===== config.mk =====
export PLATFORM = sky130hd
export DESIGN_NAME = light_buf_reader
export DESIGN_NICKNAME = d
export VERILOG_FILES = /design/src/rtl/light_buf_reader.sv
export SDC_FILE = /design/constraint.sdc
export NUM_CORES = 1
export LEC_CHECK = 0
export ABC_AREA = 1
export CORE_ASPECT_RATIO = 0.6
export CORE_UTILIZATION = 57
export CTS_CLUSTER_SIZE = 30
export DETAILED_ROUTE_END_ITERATION = 10
export PLACE_DENSITY = 0.94
export REMOVE_ABC_BUFFERS = 1
export SYNTH_ARGS = -nofsm -noshare
export SYNTH_HDL_FRONTEND = slang
export SYNTH_SLANG_ARGS = --single-unit

===== constraint.sdc =====
create_clock -name clk -period 3.7 [get_ports clk]
set_input_delay 1.11 -clock clk [delete_from_list [all_inputs] [get_ports clk]]
set_output_delay 1.11 -clock clk [all_outputs]
set_load 0.02 [all_outputs]

===== src/rtl/light_buf_reader.sv =====
// Read side of the zone-brightness buffer: scans NUM_ZONES bytes from a 1-cycle-latency RAM
// and streams them in zone order on valid/ready through a 2-entry output buffer.
module light_buf_reader #(
    parameter int ADDR_W    = 10,
    parameter int DATA_W    = 8,
    parameter int NUM_ZONES = 576
) (
    input  logic              clk,
    input  logic              rst,
    input  logic              frame_start,
    output logic              rd_en,
    output logic [ADDR_W-1:0] rd_addr,
    input  logic [DATA_W-1:0] rd_data,
    output logic              m_valid,
    output logic [DATA_W-1:0] m_data,
    output logic              m_last,
    input  logic              m_ready,
    output logic              busy,
    output logic              frame_done,
    output logic              overrun
);
    localparam logic [ADDR_W:0] LAST_IDX = (ADDR_W+1)'(NUM_ZONES - 1);
    localparam logic [ADDR_W:0] ONE      = (ADDR_W+1)'(1);

    typedef enum logic [1:0] {IDLE, READ, DRAIN} state_t;

    state_t            state_q, state_d;
    logic [ADDR_W:0]   addr_q, addr_d;
    logic [ADDR_W:0]   beat_q, beat_d;
    logic              inflight_q, inflight_d;
    logic [1:0]        count_q, count_d;
    logic [DATA_W-1:0] buf0_q, buf0_d;
    logic [DATA_W-1:0] buf1_q, buf1_d;
    logic              frame_done_q, frame_done_d;
    logic              overrun_q, overrun_d;
    logic              pop, issue;

    always_comb begin
        state_d      = state_q;
        addr_d       = addr_q;
        beat_d       = beat_q;
        buf0_d       = buf0_q;
        buf1_d       = buf1_q;
        count_d      = count_q;
        pop          = (count_q != 2'd0) && m_ready;
        issue        = (state_q == READ) &&
                       (({1'b0, count_q} + {2'b00, inflight_q}) < (3'd2 + {2'b00, pop}));
        inflight_d   = issue;
        frame_done_d = pop && (beat_q == LAST_IDX);
        overrun_d    = frame_start && (state_q != IDLE);

        // Pop shifts the buffer first, so a same-cycle capture lands in the freed slot.
        if (pop) begin
            buf0_d  = buf1_q;
            count_d = count_d - 2'd1;
            beat_d  = beat_q + ONE;
        end
        if (inflight_q) begin
            if (count_d == 2'd0) begin
                buf0_d = rd_data;
            end else begin
                buf1_d = rd_data;
            end
            count_d = count_d + 2'd1;
        end

        case (state_q)
            IDLE: begin
                if (frame_start) begin
                    state_d = READ;
                    addr_d  = '0;
                    beat_d  = '0;
                end
            end
            READ: begin
                if (issue) begin
                    addr_d = addr_q + ONE;
                    if (addr_q == LAST_IDX) begin
                        state_d = DRAIN;
                    end
                end
            end
            DRAIN: begin
                // Stay busy through the frame_done cycle so a coincident frame_start counts as overrun.
                if (frame_done_q && (count_q == 2'd0) && !inflight_q) begin
                    state_d = IDLE;
                end
            end
            default: state_d = IDLE;
        endcase
    end

    always_ff @(posedge clk) begin
        if (rst) begin
            state_q      <= IDLE;
            addr_q       <= '0;
            beat_q       <= '0;
            inflight_q   <= 1'b0;
            count_q      <= '0;
            buf0_q       <= '0;
            buf1_q       <= '0;
            frame_done_q <= 1'b0;
            overrun_q    <= 1'b0;
        end else begin
            state_q      <= state_d;
            addr_q       <= addr_d;
            beat_q       <= beat_d;
            inflight_q   <= inflight_d;
            count_q      <= count_d;
            buf0_q       <= buf0_d;
            buf1_q       <= buf1_d;
            frame_done_q <= frame_done_d;
            overrun_q    <= overrun_d;
        end
    end

    assign rd_en      = issue;
    assign rd_addr    = addr_q[ADDR_W-1:0];
    assign m_valid    = (count_q != 2'd0);
    assign m_data     = buf0_q;
    assign m_last     = m_valid && (beat_q == LAST_IDX);
    assign busy       = (state_q != IDLE);
    assign frame_done = frame_done_q;
    assign overrun    = overrun_q;

endmodule


Word-level counts from Yosys, hierarchy flattened
Index checks and enable logic that the tools add are counted.

Word-level logic and storage cells: 58. Input port bits: 12. Output and inout port bits: 24. Register bits: 45.

Bitwise operators: 1. Equal/unequal tests: 8. Reductions and logical operators: 17. Magnitude comparators: 1. Mux-type cells: 16. $add $sub $neg: 6.

Operators by type and width (number): $mux 11 (5); $mux 8 (3); $add 11x1->11 const B (2); $eq 11x10->1 const B (2); $pmux 11 s2 (1); $mux 2 (6); $logic_and 1x1->1 (7); $logic_not 2->1 (3); $ne 2x2->1 const B (3); $pmux 2 s3 (1); $reduce_bool 2->1 (3); $reduce_and 4->1 (1); $add 2x1->3 (1); $add 2x1->3 const A (1); $lt 3x3->1 (1); $reduce_and 3->1 (1); $add 2x1->2 const B (1); $eq 2x1->1 const B (1); $eq 2x2->1 const B (1); $ne 2x1->1 const B (1); $reduce_and 2->1 (1); $sub 2x1->2 const B (1); $logic_not 1->1 (1); $not 1->1 (1).

Logic depth before layout (Yosys ltp)
Word-level depth: 7. Mapped depth: 13. Mapped depth without buffers: 12.

Worst setup path before layout
OpenSTA, ideal clock, no wires.

Path kind: input to output. Start: input m_ready. End: output rd_en. Data required time: 2.590 ns. Cell stages on the path: 4. Data arrival time: 1.518 ns. Path slack: 1.072 ns. Buffers on the path: 0. Cell sequence: nand3_2 > nand2_2 > nand3_4 > inv_1.

Longest elaborated chain between the ends: 4.

RTL lines: start: declaration (RTL line 17) `input logic m_ready,`; $logic_and 1x1->1 (RTL line 45) `pop = (count_q != 2'd0) && m_ready;`; $add 2x1->3 (RTL line 47) `(({1'b0, count_q} + {2'b00, inflight_q}) < (3'd2 + {2'b00, pop}));`; $lt 3x3->1 (RTL line 47); $logic_and 1x1->1 (RTL line 46) `issue = (state_q == READ) &&`; end: declaration (RTL line 11) `output logic rd_en,`.

Every way passes these cells.

Worst setup path after layout
Start: input m_ready. End: register buf1_q[7].

Longest elaborated chain between the ends: 5.

RTL lines: $logic_and 1x1->1 (RTL line 45); $mux 2 (RTL line 53) `if (pop) begin`; $logic_not 2->1 (RTL line 59) `if (count_d == 2'd0) begin`; $not 1->1 (no source line); $reduce_and 2->1 (no source line); end signal: assignment (RTL line 111) `buf1_q <= buf1_d;`; end: declaration (RTL line 33) `logic [DATA_W-1:0] buf1_q, buf1_d;`.

Every way passes these cells. A chain may end at the register's enable or synchronous reset.

==> summary.md <==
| Metric | Value |
|---|---|
| Number of standard cells after synthesis | `between 300 and 400` |
| Largest cells by area after synthesis | `sky130_fd_sc_hd__dfxtp_1, sky130_fd_sc_hd__nand2_1, sky130_fd_sc_hd__nor2_1, sky130_fd_sc_hd__inv_1, sky130_fd_sc_hd__nand3_1` |
| Die span in y | `a little over 50 um` |
| Mean number of vias per cell | `5.754` |
| Switching Share | `a little under a third` |
| Boundary pin count | `36` |
| Routed wire length | `between 5000 and 6000 um` |
| Required time at the endpoint of the critical path | `about 4 ns` |
| Worst clock skew | `approximately 0.016 ns` |
| Internal power consumption | `around 900 uW` |
| Count of unique library cells instantiated by Yosys | `26` |
| Combinational fraction of design power | `between 20% and 30%` |
| Clk Tree Root Cell | `sky130_fd_sc_hd__clkbuf_8` |
| Share of the core filled with cells in the final layout | `roughly 73%` |
| Clk network pwr share | `between 30% and 40%` |
| Pin count of the biggest net entering global routing | `22` |
| Place WS | `approximately 0.033 ns` |
| Syn avg cell area | `a little over 7 um^2` |
| Setup repair after global routing missed its margin | `false` |
| Post-layout nets | `360` |
| Number of design rule violations left after detail routing | `0` |
| Slew Limit Fails | `0` |
| Most common cell after layout, fill and taps aside | `sky130_fd_sc_hd__nand2_1` |
| PwrDens | `just under 500 mW/mm^2` |
| Synthesis-stage register bit count | `45` |
| Final setup violation count | `0` |
| Site Rows | `17` |
| Number of buffers added for setup after CTS | `0` |
| Peak supply drop | `approximately 0.28 mV` |
| Number of maximum-capacitance violations | `0` |
| Cells resized by post-CTS repair | `0` |
| DIE WIDTH | `between 80 and 90 um` |
| CTS buffer count | `5` |
| Number of antenna violations at the first check in global routing | `0` |
| Worst-margin pin slew | `between 0.5 and 0.6 ns` |
| Share of the yosys chip area belonging to registers | `40.11%` |
| Post-DRT Antenna Nets | `0` |
| Overflow left after global routing | `0` |
| Fmax | `0.2998 GHz` |
| Combined global-route utilization of all metal layers | `28.53%` |
| Commonest cells after routing, fill and taps aside | `sky130_fd_sc_hd__nand2_1, sky130_fd_sc_hd__nor2_1, sky130_fd_sc_hd__dfxtp_1, sky130_fd_sc_hd__inv_1, sky130_fd_sc_hd__clkdlybuf4s50_1` |
| Final TNS setup | `0 ns` |
| Leakage power | `around 0.0011 uW` |
| Final worst setup slack | `0.3639 ns` |
| Clock net sink count | `between 40 and 50` |
| Switching power of the nets | `400.3 uW` |
| Routed wire length per instance | `14.35 um` |
| CP startpoint | `m_ready` |
| Detailed-route via count | `2244` |
| H-tree level count | `2` |
| Antenna diode count | `0` |
| Worst hold slack | `approximately 0.5 ns` |
| Number of warnings printed during yosys synthesis | `0` |
| Share of Yosys cell area claimed by the top area cell type | `between 40% and 50%` |
| TritonCTS clock tree | `done` |
| Proportion of layout cells with a drive suffix above 1 | `between 6 and 7%` |
| Worst path arrival time | `about 3.5 ns` |
| Clock latency on the worst-skew pair | `around 0.31 ns` |
| Count of TritonRoute iterations in the first routing pass | `5` |
| Hold Crit Start | `beat_q[0]` |
| Number of fillers in the final layout | `between 200 and 300` |
| Run status | `completed` |
| Critical path peak fanout | `17` |
| Via count of the first global-routing pass | `2044` |
| Total power consumption of the routed design | `1305 uW` |
| Starting density of the core | `a little over 60%` |
| Path type of the worst setup path | `in2reg` |
| Fin. Hold Viols | `0` |
| Tightest Hold Check Type | `reg2reg` |
| HPWL reported at the end of detailed placement | `about 3700 um` |
| Total Die Area | `between 0.004 and 0.005 mm^2` |
| Area delta synth->final | `20.33%` |
| Post-Synthesis Cell Area | `between 0.002 and 0.0025 mm^2` |
| Post-layout min period | `3.336 ns` |
| Wire length of the first global-routing pass | `9321 um` |
| Relative max-transition margin | `between 60 and 70%` |
| Bufs on Longest Clock Path | `2` |
| Post-synthesis cell type with the largest combined area | `sky130_fd_sc_hd__dfxtp_1` |
| Post-route fraction of the period consumed by the critical path | `90.17%` |
| DRC violation total after the first TritonRoute iteration | `218` |
| Cts-stage hold buffer count | `0` |
| Clock transition at the registers of the reported paths | `around 0.090 ns` |
| Crit Reg-Reg Startpoint | `count_q[0]` |
| Part of the power in registers | `between 40% and 50%` |
| Number of I/O port buffers | `35` |
| Core Area | `around 0.0037 mm^2` |
| Gpl congestion | `0.9365` |
| Setup crit start kind | `input port` |
| Critical Path Sink Type | `register` |
stage by stage:
stage / std cells / area, um^2
2_1_floorplan: 297 / 2135
3_3_place_gp: 382 / 2566
3_5_place_dp: 382 / 2566
4_1_cts: 390 / 2700
5_1_grt: 390 / 2703
6_report: 390 / 2703
flip-flops by register name (all words and copies together), names as in the netlist:
signal,cells
inflight_q,1
addr_q,11
count_q,2
frame_done,1
buf1_q,8
beat_q,11
m_data,8
state_q,2
overrun,1
synth_stat cells (all sizes together):
cell,instances
inv,40
clkbuf,3
a31oi,1
buf,13
nand2,65
nor4,1
a21oi,19
nor2,49
nor3,8
ha,6
o211ai,8
o21ai,18
xor2,2
nand3,25
nand4,5
dfxtp,45
xnor2,4
and3,1
cell families after synthesis:
kind of cell	Yosys count	synth area share, %
AOI/OAI and AO/OA	46	11.20
xor gates and xnor gates	6	2.340
adders and majority gates	6	3.343
buffers and inverters	56	11.64
DFF	45	40.11
and+or+nand+nor	154	31.37
final timing paths:
check / to / slack (ns) / cells after the start
hold / removal: beat_q[0] / 0.49 / 2
hold reg to reg: beat_q[0] / 0.49 / 2
setup / recovery: buf1_q[7] / 0.36 / 10
setup reg to reg: buf1_q[7] / 1.00 / 11
power by group through the flow:
| stage | registers (uW) | logic, uW | clock network (uW) |
|---|---|---|---|
| 2_1_floorplan | 568 | 179 | 0 |
| 3_3_place_gp | 552 | 295 | 0 |
| 3_5_place_dp | 553 | 306 | 0 |
| 4_1_cts | 542 | 315 | 444 |
| 5_1_grt | 548 | 347 | 469 |
| 6_report | 544 | 318 | 443 |
critical path, stage by stage:
cell and delay, ns:
sky130_fd_sc_hd__clkdlybuf4s50_1 0.54, sky130_fd_sc_hd__buf_4 0.15, sky130_fd_sc_hd__nand2_4 0.14, sky130_fd_sc_hd__inv_2 0.26, sky130_fd_sc_hd__o21ai_0 0.16, sky130_fd_sc_hd__ha_1 0.22
sky130_fd_sc_hd__nor2_1 0.39, sky130_fd_sc_hd__inv_1 0.28, sky130_fd_sc_hd__nor2_1 0.21, sky130_fd_sc_hd__nor2_1 0.07
metal layers:
layer	part of all wire (%)	vias up	GRT usage (%)
met5	0	-	0
met4	3.8	0	14.37
met3	8.2	32	6.743
met2	45	136	45.49
met1	43	1017	36.67
li1	-	1059	-
cell type report:
class / count / area, um^2 / area share (%)
clock inverters: 3 / 65.06 / 2.407
repair buffers: 38 / 375.4 / 13.89
multi-input cells: 212 / 1084 / 40.09
well taps: 47 / 58.81 / 2.176
flip-flops and latches: 45 / 900.9 / 33.33
clock buffers: 5 / 68.82 / 2.546
inverters: 40 / 150.1 / 5.556
(Power assumes the default switching activity.)
